### config.mk
export PLATFORM = sky130hd
export DESIGN_NAME = oddeven_sort_engine
export DESIGN_NICKNAME = d
export VERILOG_FILES = /design/src/rtl/oddeven_sort_engine.sv
export SDC_FILE = /design/constraint.sdc
export NUM_CORES = 1
export LEC_CHECK = 0
export BUFFER_PORTS_ARGS = -buffer_cell sky130_fd_sc_hd__buf_2
export CAP_MARGIN = 20
export CORE_AREA = 10 10 121 123
export DETAILED_ROUTE_END_ITERATION = 8
export DIE_AREA = 0 0 131 133
export PLACE_DENSITY = 0.82
export SYNTH_ARGS = -nofsm -noshare
export SYNTH_HDL_FRONTEND = slang
export SYNTH_SLANG_ARGS = --single-unit
### constraint.sdc
create_clock -name CLK -period 2.91 [get_ports CLK]
set_input_delay 0.582 -clock CLK [delete_from_list [all_inputs] [get_ports CLK]]
set_output_delay 0.582 -clock CLK [all_outputs]
set_load 0.01 [all_outputs]
### src/rtl/oddeven_sort_engine.sv
// rtl/oddeven_sort_engine.sv - odd-even transposition sorter with order select and median tap
// Optional early exit on two consecutive swap-free phases: OES_EARLY_EXIT_EN
module oddeven_sort_engine #(
    parameter int DATA_W = 8,
    parameter int N      = 9,
    parameter int PH_W   = $clog2(N + 1)
) (
    input  logic                CLK,
    input  logic                RST,
    input  logic                start_i,
    input  logic                order_i,
    input  logic [N*DATA_W-1:0] data_i,
    output logic                ready_o,
    output logic                valid_o,
    output logic [N*DATA_W-1:0] data_o,
    output logic [DATA_W-1:0]   median_o
);

    if ((N % 2) == 0 || N < 3) begin : g_bad_n
        $error("oddeven_sort_engine: N must be odd and at least 3");
    end

    typedef enum logic [1:0] {
        S_IDLE = 2'd0,
        S_SORT = 2'd1,
        S_DONE = 2'd2
    } state_t;

    state_t            state;
    state_t            state_nx;
    logic [PH_W-1:0]   phase;
    logic [DATA_W-1:0] mem    [N];
    logic [DATA_W-1:0] mem_nx [N];
    logic              order_r;
    logic              load;
    logic              step;
    logic              last_phase;
    logic              early;

`ifdef OES_EARLY_EXIT_EN
    logic any_swap;
    logic swap_seen_r;
`endif

    // Pairs of one phase are disjoint, so every exchange reads the pre-phase values.
    always_comb begin
`ifdef OES_EARLY_EXIT_EN
        any_swap = 1'b0;
`endif
        for (int i = 0; i < N; i++) begin
            mem_nx[i] = mem[i];
        end
        for (int i = 0; i < N - 1; i++) begin
            if (i[0] == phase[0]) begin
                if (order_r ? (mem[i] < mem[i+1]) : (mem[i] > mem[i+1])) begin
                    mem_nx[i]   = mem[i+1];
                    mem_nx[i+1] = mem[i];
`ifdef OES_EARLY_EXIT_EN
                    any_swap    = 1'b1;
`endif
                end
            end
        end
    end

    assign last_phase = (phase == PH_W'(N - 1));

`ifdef OES_EARLY_EXIT_EN
    assign early = !any_swap && (phase != '0) && !swap_seen_r;

    always_ff @(posedge CLK or negedge RST) begin
        if (!RST) begin
            swap_seen_r <= 1'b0;
        end else if (load) begin
            swap_seen_r <= 1'b0;
        end else if (step) begin
            swap_seen_r <= any_swap;
        end
    end
`else
    assign early = 1'b0;
`endif

    always_ff @(posedge CLK or negedge RST) begin
        if (!RST) begin
            state <= S_IDLE;
        end else begin
            state <= state_nx;
        end
    end

    always_comb begin
        state_nx = state;
        ready_o  = 1'b0;
        valid_o  = 1'b0;
        load     = 1'b0;
        step     = 1'b0;
        case (state)
            S_IDLE: begin
                ready_o = 1'b1;
                if (start_i) begin
                    load     = 1'b1;
                    state_nx = S_SORT;
                end
            end
            S_SORT: begin
                step = 1'b1;
                if (last_phase || early) begin
                    state_nx = S_DONE;
                end
            end
            S_DONE: begin
                valid_o  = 1'b1;
                state_nx = S_IDLE;
            end
            default: state_nx = S_IDLE;
        endcase
    end

    always_ff @(posedge CLK or negedge RST) begin
        if (!RST) begin
            phase   <= '0;
            order_r <= 1'b0;
            for (int i = 0; i < N; i++) begin
                mem[i] <= '0;
            end
        end else if (load) begin
            phase   <= '0;
            order_r <= order_i;
            for (int i = 0; i < N; i++) begin
                mem[i] <= data_i[i*DATA_W +: DATA_W];
            end
        end else if (step) begin
            phase <= phase + PH_W'(1);
            for (int i = 0; i < N; i++) begin
                mem[i] <= mem_nx[i];
            end
        end
    end

    always_comb begin
        for (int i = 0; i < N; i++) begin
            data_o[i*DATA_W +: DATA_W] = mem[i];
        end
    end

    assign median_o = mem[(N - 1) / 2];

endmodule

==> results.py <==
metrics = {
    "status": {
        "status": "finished, final reports clean",
    },
    "synthesis": {
        "yosys.area.top_type": "sky130_fd_sc_hd__dfrtp_1",
        "synth-edff-count": 0,
        "synth_seq_cells": 79,
        "synth.yosys.warnings": 0,
        "synth_cells": 720,
        "netlist_area_um2": 6410,
        "synth_cell_type_count": 66,
        "ys.flop_type": "sky130_fd_sc_hd__dfrtp_1",
        "synth.area.top_cells": "sky130_fd_sc_hd__dfrtp_1 31%, sky130_fd_sc_hd__ha_1 13%, sky130_fd_sc_hd__mux2i_1 10%",
        "net_count_synth": 862,
        "share_of_synthesized_flip_flops_with_an_asynchronous_set_or_reset_pct": 100.0,
        "synth_sequential_area_ratio_pct": 30.84,
        "synth.top_cell.area_share_pct": 30.84,
        "post_syn_area_per_cell_um2": 8.903,
    },
    "critical_path": {
        "worst-r2r-cell-count": 8,
        "startpoint_type": "flop",
        "required_ns": 3.13,
        "setup.reg_to_reg.worst_slack_ns": 0.23,
        "critical_path.max_fanout": 8,
        "end_kind": "flop",
        "path_class": "reg -> reg",
        "r2r-start": "data_o[17]$_DFFE_PN0P_",
        "crit_arrival_ns": 2.90,
        "reg2reg_end": "data_o[22]$_DFFE_PN0P_",
    },
    "sta": {
        "fmaxAchievable_ghz": 0.3735,
        "layout_min_cycle_time_ns": 2.677,
        "finalHoldViolCount": 0,
        "fin_skew_ns": 0.007434,
        "min_period_over_period_pct": 92.00,
        "grt_setup_unrepaired": "false",
        "tightest_slew_ns": 0.7564,
        "report.final.slew_viol_count": 0,
        "timing.max_slew.rel_slack_pct": 49.57,
        "timing.final.setup_violations": 0,
        "setup_tns_ns": 0,
    },
    "finish": {
        "layout.core_utilization_pct": 63.93,
        "layout.nets": 1024,
        "area_growth_syn_to_layout_pct": 23.31,
        "num_antenna_cells": 0,
        "layout-drive-gt1-share_pct": 26.83,
        "layout.cells.most_common_list": "156 x sky130_fd_sc_hd__buf_2, 78 x sky130_fd_sc_hd__dfrtp_1, 68 x sky130_fd_sc_hd__inv_1",
        "final_common_cell": "sky130_fd_sc_hd__buf_2",
    },
    "floorplanning": {
        "core-area_um2": 12360,
        "rows": 41,
        "floorplan.die_area_um2": 17420,
        "starting_density_of_the_core_pct": 51.85,
        "design.portCount": 158,
        "die_y_um": 133,
        "die_width_um": 131,
    },
    "clock_tree": {
        "worst_setup_hold_path_clk_slew_ns": 0.06,
        "cts_inserted_buffers": 9,
        "clock-sinks": 79,
        "worst_skew_pair.late_latency_ns": 0.35,
        "cts_h_tree_depth": 3,
        "cts_hold_repair.buffers": 0,
        "clockBufferDepth": 2,
        "tritoncts_clock_tree": "yes",
        "root_buffer": "sky130_fd_sc_hd__clkbuf_16",
    },
    "flow_run": {
        "maxCapViolCount": 0,
    },
    "global_route": {
        "grt_start_max_net_pins": 58,
        "global_route.usage.total_pct": 23.47,
        "grt_first_pass_wirelength_mm": 33.38,
        "grt_pass1_vias": 6581,
        "gr_ovfl_total": 0,
        "number_of_antenna_violations_at_the_first_check_in_global_routing": 0,
    },
    "placed_design": {
        "place.port_buffers": 157,
        "finalWeightedCongestion": 0.9123,
        "dp_hpwl_mm": 15.71,
    },
    "power": {
        "p_leak_nw": 3.912,
        "fin_total_pwr_mw": 12.21,
        "worst_vdd_ir_mv": 0.6818,
        "power-per-cell-area_nw_per_um2": 1545,
    },
    "routing": {
        "postRouteAntennaNets": 0,
        "via_count": 6521,
        "drt_iter0_drc": 627,
        "wire_per_inst_um": 19.56,
        "drt_pass1_iterations": 5,
        "routed_via_density": 6.158,
        "count_of_unresolved_drc_violations_after_routing": 0,
        "wl_mm": 20.71,
    },
    "min_path": {
        "timing.hold.worst.class": "in -> async",
    },
}
-- synth_stat cells, types with 8 or more instances --
master and number:
sky130_fd_sc_hd__nand4_1 11, sky130_fd_sc_hd__o21ai_1 18, sky130_fd_sc_hd__ha_1 66, sky130_fd_sc_hd__a221oi_1 14, sky130_fd_sc_hd__a221o_1 10, sky130_fd_sc_hd__clkbuf_1 19, sky130_fd_sc_hd__o211ai_1 14, sky130_fd_sc_hd__nor2_1 18
sky130_fd_sc_hd__nor3_1 34, sky130_fd_sc_hd__o221ai_1 17, sky130_fd_sc_hd__a21oi_1 57, sky130_fd_sc_hd__o21ai_0 26, sky130_fd_sc_hd__o31ai_1 18, sky130_fd_sc_hd__dfrtp_1 79, sky130_fd_sc_hd__inv_1 68, sky130_fd_sc_hd__a31oi_1 10
sky130_fd_sc_hd__a22oi_1 8, sky130_fd_sc_hd__buf_2 8, sky130_fd_sc_hd__buf_4 9, sky130_fd_sc_hd__mux2i_1 64, sky130_fd_sc_hd__nand2_1 60, sky130_fd_sc_hd__nand3_1 11
-- registers in the layout, summed over array words and instances (netlist names) --
name,count
state,2
median_o,8
data_o,64
phase,4
order_r,1
-- critical path: stages (launching register included) --
cell	delay, ns
sky130_fd_sc_hd__dfrtp_1	0.49
sky130_fd_sc_hd__ha_1	0.34
sky130_fd_sc_hd__and3_1	0.16
sky130_fd_sc_hd__a221o_1	0.31
sky130_fd_sc_hd__a221o_1	0.40
sky130_fd_sc_hd__mux2i_2	0.29
sky130_fd_sc_hd__nor2_2	0.14
sky130_fd_sc_hd__a221oi_1	0.31
sky130_fd_sc_hd__o21ai_1	0.10
-- stage by stage --
stage / worst slack, ns / area [um^2] / hold slack, ns / std cells
after floorplan: 0.2271 / 6410 / 0.2864 / 720
after CTS: 0.1548 / 7894 / 0.2254 / 1058
after global routing: 0.04888 / 7904 / 0.2442 / 1059
final: 0.2327 / 7904 / 0.2046 / 1059
after global placement: 0.2852 / 7513 / 0.4740 / 1042
after detailed placement: 0.2015 / 7513 / 0.4953 / 1042
-- layout make-up --
type	instances	area [um^2]
Tap cell	172	215.2
Fill cell	1033	4459
Timing Repair Buffer	196	1106
Clock buffer	11	252.7
Clock inverter	5	127.6
Inverter	70	262.8
Sequential cell	79	1978
Multi-Input combinational cell	526	3961
-- metal layers --
metal  routed length, um  GRT usage [%]  vias up
met5                   0              0        -
met1                8253          28.75     3105
met3                1733          4.794       57
met4                 741          10.44        0
met2                9985          38.54      327
li1                    -              -     3032
-- logic make-up after synthesis --
logic type	count (synthesis)	share of synthesized area [%]
compound gates	228	25.12
simple gates	164	12.55
fa+ha+maj	66	12.88
buf+inv	115	7.652
flops	79	30.84
mux	68	10.95
-- worst max-delay path by stage --
stage | from | end | slack [ns] | cells after the start
floorplan | data_o[57]$_DFFE_PN0P_ | data_o[61]$_DFFE_PN0P_ | 0.23 | 10
global placement | data_o[59]$_DFFE_PN0P_ | data_o[71]$_DFFE_PN0P_ | 0.29 | 8
detailed placement | data_o[57]$_DFFE_PN0P_ | data_o[49]$_DFFE_PN0P_ | 0.20 | 10
CTS | data_o[57]$_DFFE_PN0P_ | data_o[49]$_DFFE_PN0P_ | 0.15 | 10
global route | data_o[57]$_DFFE_PN0P_ | data_o[50]$_DFFE_PN0P_ | 0.05 | 10
finish | data_o[17]$_DFFE_PN0P_ | data_o[22]$_DFFE_PN0P_ | 0.23 | 8
-- power by group --
part | leakage, nW | switching, mW | total [mW] | internal [mW]
logic | 2.76 | 4.84 | 8.40 | 3.56
clock network | 0.182 | 0.478 | 1.45 | 0.972
registers | 0.969 | 0.653 | 2.36 | 1.71
-- what timing repair did --
action	4_1_cts	5_1_grt
buffers inserted	0	1
resized for setup	0	2
hold endpoints to repair	0	0
endpoints found under the setup margin	0	11
(Power assumes the default switching activity.)
